<file path="config.mk">
export PLATFORM = sky130hd
export DESIGN_NAME = register_file_mp
export DESIGN_NICKNAME = d
export VERILOG_FILES = /design/src/rtl/cpu_types_pkg.sv /design/src/rtl/register_file_mp_scoreboard.sv /design/src/rtl/register_file_mp.sv
export SDC_FILE = /design/constraint.sdc
export NUM_CORES = 2
export LEC_CHECK = 0
export CAP_MARGIN = 15
export CELL_PAD_IN_SITES_DETAIL_PLACEMENT = 1
export CELL_PAD_IN_SITES_GLOBAL_PLACEMENT = 2
export CORE_UTILIZATION = 40
export DETAILED_ROUTE_END_ITERATION = 10
export GPL_ROUTABILITY_DRIVEN = 0
export GPL_TIMING_DRIVEN = 0
export PLACE_DENSITY = 0.83
export SLEW_MARGIN = 25
export SYNTH_ARGS = -nofsm -noshare
export SYNTH_HDL_FRONTEND = slang
export SYNTH_HIERARCHICAL = 1
export SYNTH_SLANG_ARGS = --single-unit
</file>
<file path="constraint.sdc">
create_clock -name CLK -period 2.9 [get_ports CLK]
set_input_delay 0.58 -clock CLK [delete_from_list [all_inputs] [get_ports CLK]]
set_output_delay 0.58 -clock CLK [all_outputs]
set_load 0.02 [all_outputs]
</file>
<file path="src/rtl/cpu_types_pkg.sv">
// Shared CPU datapath types and register-file sizing.
// Decode and hazard logic use these types and sizes. The register file also
// takes its default parameters from here.
package cpu_types_pkg;

   localparam int unsigned RF_WIDTH  = 32;
   localparam int unsigned RF_DEPTH  = 32;
   localparam int unsigned RF_NREAD  = 2;
   localparam int unsigned RF_NWRITE = 1;

   typedef logic [RF_WIDTH-1:0] word_t;
   typedef logic [4:0]          regbits_t;

endpackage

</file>
<file path="src/rtl/register_file_mp_scoreboard.sv">
// rf_scoreboard: per-register busy bits for decode hazard detection.
// A claim marks a register busy, and an accepted write clears it. When both
// hit the same register in one cycle, the claim wins, because a newer
// producer has just issued. rbusy reads the registered state with no bypass.
module rf_scoreboard
   import cpu_types_pkg::*;
#(
   parameter int unsigned DEPTH    = RF_DEPTH,
   parameter int unsigned NREAD    = RF_NREAD,
   parameter int unsigned ZERO_REG = 1,
   localparam int unsigned AW      = $clog2(DEPTH)
) (
   input  logic                       CLK,
   input  logic                       nRST,
   input  logic [DEPTH-1:0]           clear,
   input  logic                       claim_en,
   input  logic [AW-1:0]              claim_sel,
   input  logic [NREAD-1:0][AW-1:0]   rsel,
   output logic [NREAD-1:0]           rbusy,
   output logic [DEPTH-1:0]           busy_vec
);

   logic [DEPTH-1:0] claim_mask;

   // one-hot claim mask; register 0 cannot be claimed when hardwired
   always_comb begin
      claim_mask = '0;
      if (claim_en && !(ZERO_REG != 0 && claim_sel == '0))
         claim_mask[claim_sel] = 1'b1;
   end

   // busy state: clear accepted writes first, then apply the claim on top
   always_ff @(posedge CLK or negedge nRST) begin
      if (!nRST)
         busy_vec <= '0;
      else
         busy_vec <= (busy_vec & ~clear) | claim_mask;
   end

   // per-port busy lookup from the registered scoreboard
   always_comb begin
      rbusy = '0;
      for (int unsigned i = 0; i < NREAD; i++)
         rbusy[i] = busy_vec[rsel[i]];
   end

endmodule

</file>
<file path="src/rtl/register_file_mp.sv">
// register_file_mp: DEPTH x WIDTH register file with NREAD combinational read
// ports and NWRITE synchronous write ports. When several ports write the same
// register, the highest port index wins. Register 0 can be hardwired to zero.
// The busy scoreboard lives in rf_scoreboard.
// Optional feature macro: RF_BYPASS_EN forwards same-cycle write data to reads.
module register_file_mp
   import cpu_types_pkg::*;
#(
   parameter int unsigned WIDTH    = RF_WIDTH,
   parameter int unsigned DEPTH    = RF_DEPTH,
   parameter int unsigned NREAD    = RF_NREAD,
   parameter int unsigned NWRITE   = RF_NWRITE,
   parameter int unsigned ZERO_REG = 1,
   localparam int unsigned AW      = $clog2(DEPTH)
) (
   input  logic                        CLK,
   input  logic                        nRST,
   input  logic [NREAD-1:0][AW-1:0]    rsel,
   output logic [NREAD-1:0][WIDTH-1:0] rdat,
   output logic [NREAD-1:0]            rbusy,
   input  logic [NWRITE-1:0]           wen,
   input  logic [NWRITE-1:0][AW-1:0]   wsel,
   input  logic [NWRITE-1:0][WIDTH-1:0] wdat,
   input  logic                        claim_en,
   input  logic [AW-1:0]               claim_sel,
   output logic [DEPTH-1:0]            busy_vec,
   output logic                        wcollide
);

   logic [WIDTH-1:0]  regs [DEPTH];
   logic [NWRITE-1:0] wacc;
   logic [DEPTH-1:0]  wr_mask;
   logic              collide;

   // a write is accepted unless it targets the hardwired zero register
   always_comb begin
      wacc    = '0;
      wr_mask = '0;
      for (int unsigned j = 0; j < NWRITE; j++) begin
         wacc[j] = wen[j] && !(ZERO_REG != 0 && wsel[j] == '0);
         if (wacc[j])
            wr_mask[wsel[j]] = 1'b1;
      end
   end

   // collision: two accepted writes to the same register on this edge
   always_comb begin
      collide = 1'b0;
      for (int unsigned j = 0; j < NWRITE; j++)
         for (int unsigned k = j + 1; k < NWRITE; k++)
            if (wacc[j] && wacc[k] && wsel[j] == wsel[k])
               collide = 1'b1;
   end

   // array update; later ports overwrite earlier ones, so the highest index wins
   always_ff @(posedge CLK or negedge nRST) begin
      if (!nRST) begin
         for (int unsigned r = 0; r < DEPTH; r++)
            regs[r] <= '0;
      end else begin
         for (int unsigned j = 0; j < NWRITE; j++)
            if (wacc[j])
               regs[wsel[j]] <= wdat[j];
      end
   end

   // single-cycle collision flag
   always_ff @(posedge CLK or negedge nRST) begin
      if (!nRST)
         wcollide <= 1'b0;
      else
         wcollide <= collide;
   end

   // read muxes, with optional forwarding of the highest matching write port
   always_comb begin
      rdat = '0;
      for (int unsigned i = 0; i < NREAD; i++) begin
         rdat[i] = regs[rsel[i]];
`ifdef RF_BYPASS_EN
         for (int unsigned j = 0; j < NWRITE; j++)
            if (wacc[j] && wsel[j] == rsel[i])
               rdat[i] = wdat[j];
`endif
         if (ZERO_REG != 0 && rsel[i] == '0)
            rdat[i] = '0;
      end
   end

   rf_scoreboard #(
      .DEPTH    (DEPTH),
      .NREAD    (NREAD),
      .ZERO_REG (ZERO_REG)
   ) u_scoreboard (
      .CLK       (CLK),
      .nRST      (nRST),
      .clear     (wr_mask),
      .claim_en  (claim_en),
      .claim_sel (claim_sel),
      .rsel      (rsel),
      .rbusy     (rbusy),
      .busy_vec  (busy_vec)
   );

endmodule

</file>
After elaboration in Yosys (flattened, before gate mapping) --
Cells that the tools add are included.
Word-level totals: register bits 1056, output and inout bits 99, logic and storage cells 81
Cells by class: $lt $le $gt $ge 10, multiplexer cells 21, bitwise gates (word level) 6, reductions and logical operators 11
Operator list (count):
- $bwmux 1024 | 1
- $bmux 32 s5 | 2
- $mux 32 | 9
- $demux 32 s5 | 1
- $and 32x32->32 | 1
- $not 32->32 | 1
- $or 32x32->32 | 1
- $lt 5x6->1 const B | 4
- $logic_not 5->1 | 4
- $ge 6x6->1 const B | 3
- $not 5->6 | 3
- $bmux 1 s5 | 2
- $demux 1 s5 | 2
- $ge 5x1->1 const B | 2
- $lt 6x1->1 const B | 1
- $logic_and 1x1->1 | 5
- $mux 1 | 4
- $logic_not 1->1 | 2

Longest topological paths before layout --
depth after elaboration 8, gate-level depth with buffers 8, mapped depth without buffers 5

By module --
The synthesis kept the hierarchy.
Modules (own cells, without submodules):
- register_file_mp | instances 1, cells each 3773, area an instance 54775.0 µm², seq. area each 25624.6 µm²
- rf_scoreboard | instances 1, cells each 191, area an instance 1814.2 µm², seq. area each 800.8 µm²

Worst setup path before layout --
OpenSTA, ideal clock, no wires.
path kind input-to-output, start input rsel[1] in the netlist's numbering, end output rdat[10] in the netlist's numbering, arrival 2333 ps, data required time 2320 ps, setup slack -13 ps, stages 8, path through buf_4 > buf_4 > and2_1 > clkbuf_1 > clkbuf_1 > a22oi_1 > a21oi_1 > nor4_1
RTL lines:
- start, declared | line register_file_mp.sv:18 | input logic [NREAD-1:0][AW-1:0] rsel,
- end, declared | line register_file_mp.sv:19 | output logic [NREAD-1:0][WIDTH-1:0] rdat,

==> summary.md <==
| Metric | Value |
|---|---|
| F_max | `279 MHz` |
| CP Cell Sequence | `buf_4 > buf_6 > nor2b_1 > buf_6 > buf_4 > clkbuf_8 > a22oi_2 > o211ai_1 > o211a_4 > buf_6` |
| Count leader, synth | `dfrtp_1` |
| Initial antenna violation count | `6` |
| Clock latency on the worst-skew pair | `750 ps` |
| Maximum level of the CTS H-tree | `3` |
| Status | `complete, but fails checks` |
| Share of cells above drive strength 1 | `0.561` |
| Cell Rows | `137` |
| Final hold vios | `0` |
| Worst min path class | `reg2reg` |
| Worst-margin pin slew | `1170 ps` |
| Post-synth top area share | `0.467` |
| Power per Cell Area | `675 mW/mm²` |
| TritonCTS clock tree | `yes` |
| Met2 routed WL | `114,000 µm` |
| Unrepaired setup endpoints after global routing | `true` |
| Clk root buf | `clkbuf_16` |
| Maximum number of pins on one net before global-route repair | `140` |
| Synth Cell Area | `0.0566 mm²` |
| Nets | `4,554` |
| Max incr delay on CP | `340 ps` |
| Primary FF master, synth | `dfrtp_1` |
| DRT antenna net count | `0` |
| Final Skew | `0 ps` |
| Hold Path Depth | `1` |
| Die Ht | `378 µm` |
| Starting Density | `0.405` |
| Top cells by area, synth | `dfrtp_1 (47%), mux2_2 (20%), mux4_2 (14%), mux2i_1 (6.1%), a22oi_1 (1.5%)` |
| Yosys cell types | `49` |
| Critical path arrival | `3010 ps` |
| Max-cap violations | `0` |
| WP buf/inv | `6` |
| CTS sink cnt | `1,056` |
| Number of synthesized flops with an enable pin | `0` |
| Seq/Total Area, Yosys | `0.467` |
| CP startpoint kind | `input port` |
| Die footprint | `0.143 mm²` |
| Gr ovfl total | `0` |
| Post-Syn Instances | `3,964` |
| Setup Total Neg Slack | `-26,090 ps` |
| Routed vias | `44,200` |
| Peak VDD IR | `0.535 mV` |
| Setup Crit Path Kind | `in2out` |
| First-pass GRT wire length | `356,000 µm` |
| Final period utilization | `1.24` |
| Asr flop ratio synth | `1.00` |
| Core Region | `0.140 mm²` |
| Slew headroom | `0.219` |
| Vias in the first global route | `45,300` |
| Max FO, Critical Path | `10` |
| Metal3 WL | `34,400 µm` |
| Num CTS Buffers | `115` |
| Final min period | `3590 ps` |
| Critical path depth | `10` |
| Worst hold slack | `480 ps` |
| Max-slew violations | `0` |
| DP HPWL | `166,000 µm` |
| Post-Syn Area per Cell | `14.3 µm²` |
| Violated checks | `negative setup slack` |
| Tot GR Track Use | `0.357` |
| Setup violations, final | `107` |
| Die W | `378 µm` |
| CP max-delay cell | `o211ai_1` |
| DRT Pass-1 Iters | `6` |
| Top sig layer | `met5` |
| Detailed Route Iter0 Violations | `5,983` |
| Boundary Pins | `155` |
| CP dominant cell by count | `buf_6` |
| Clock transition at path regs | `60 ps` |
| LEAKAGE | `31.6 nW` |
| M1 WL | `95,200 µm` |
| Filler cells | `13,300` |
| Vias per inst | `6.82` |
| # DRC | `0` |
| Syn-to-layout area delta | `28.9%` |
| IO Port Bufs | `148` |
| Synth area leader | `dfrtp_1` |
| Final wirelength | `265,000 µm` |
| Reg2reg path depth | `3` |
| Ys Warns | `6` |
| Clock tree buffer depth | `3` |
| Seq cells post-synth | `1,056` |
| Placed instance count | `6,002` |
| Post-synth top cells | `dfrtp_1 (1,056), mux2_2 (1,028), mux4_2 (362)` |
| WP data required | `2320 ps` |
| Fin cells | `6,477` |
| Worst setup EP type | `output pin` |
| WL/cell | `40.9 µm` |
| Cell family with most CP delay | `buffers and inverters` |
| PnR worst setup slack | `-689 ps` |
==> cell families after synthesis <==
| group | after synthesis | synth area share |
|---|---|---|
| other cells | 1 | 0.0000663 |
| flops | 1056 | 0.467 |
| simple gates | 224 | 0.0229 |
| buf+inv | 490 | 0.0424 |
| compound gates | 459 | 0.0582 |
| mux | 1734 | 0.409 |
==> per-layer routing <==
layer	track usage	up-vias
met5	0.0168	-
met4	0.247	8
met3	0.125	1062
met2	0.512	3286
met1	0.448	23600
li1	-	16300
==> flip-flops by register name, summed over array words and instances (netlist names) <==
name / cells
regs: 1024
u_scoreboard/busy_vec: 32
==> per-stage QoR <==
stage	worst slack, ps	power [mW]	cell area (µm²)	utilization
floorplan	39.4	26.0	56800	-
global placement	-47350	29.5	60600	0.433
detailed placement	-3150	30.1	61000	0.436
CTS	-506	47.6	71000	0.508
global route	-649	50.3	72900	0.521
finish	-689	49.2	73000	0.522
==> layout make-up <==
type / instances / area (µm²) / share of cell area
inverters: 46 / 173 / 0.00237
well taps: 1876 / 2350 / 0.0322
clock inverters: 44 / 568 / 0.00779
multi-input cells: 2419 / 30700 / 0.421
plain buffers: 430 / 4270 / 0.0586
repair buffers: 430 / 4960 / 0.0680
diodes: 8 / 20.0 / 0.000274
clock buffers: 168 / 3500 / 0.0480
flip-flops and latches: 1056 / 26400 / 0.362
==> worst paths after layout <==
| path | start | end | slack [ps] |
|---|---|---|---|
| max in group asynchronous | nRST | regs[649] | 380 |
| worst min-delay path | regs[1001] | regs[1001] | 480 |
| worst max register to register | regs[524] | regs[524] | 1870 |
| min in group asynchronous | nRST | regs[468] | 530 |
| worst max-delay path | rsel[8] | rdat[49] | -690 |
| worst min register to register | regs[1001] | regs[1001] | 480 |
==> power by group <==
group | switching, mW | internal [mW]
logic | 6.12 | 6.68
registers | 2.63 | 17.6
clock network | 6.76 | 9.48
==> layout by cell type (no fill, tap or decap), types with 26 or more instances in the layout <==
cell,instances
clkbuf_16,138
a22oi_2,41
o22ai_1,47
mux2_4,26
dfrtp_1,1056
buf_4,197
buf_2,70
nand2_1,30
mux2i_1,310
a211oi_2,40
mux2_2,1002
buf_8,31
inv_1,46
mux4_2,362
buf_6,110
a21oi_1,26
clkdlybuf4s50_1,73
buf_16,53
nor2b_1,37
a211oi_4,26
clkbuf_1,152
clkbuf_8,61
a22o_1,42
buf_12,87
a22oi_1,73
==> timing repair <==
action,CTS,global route
hold endpoints to repair,76,0
pin swaps,162,140
endpoints found under the setup margin,66,135
hold buffers,2,0
gates cloned,23,5
resized for setup,1372,234
buffers inserted,139,114
Note: power is estimated with default switching activity, not from simulation.
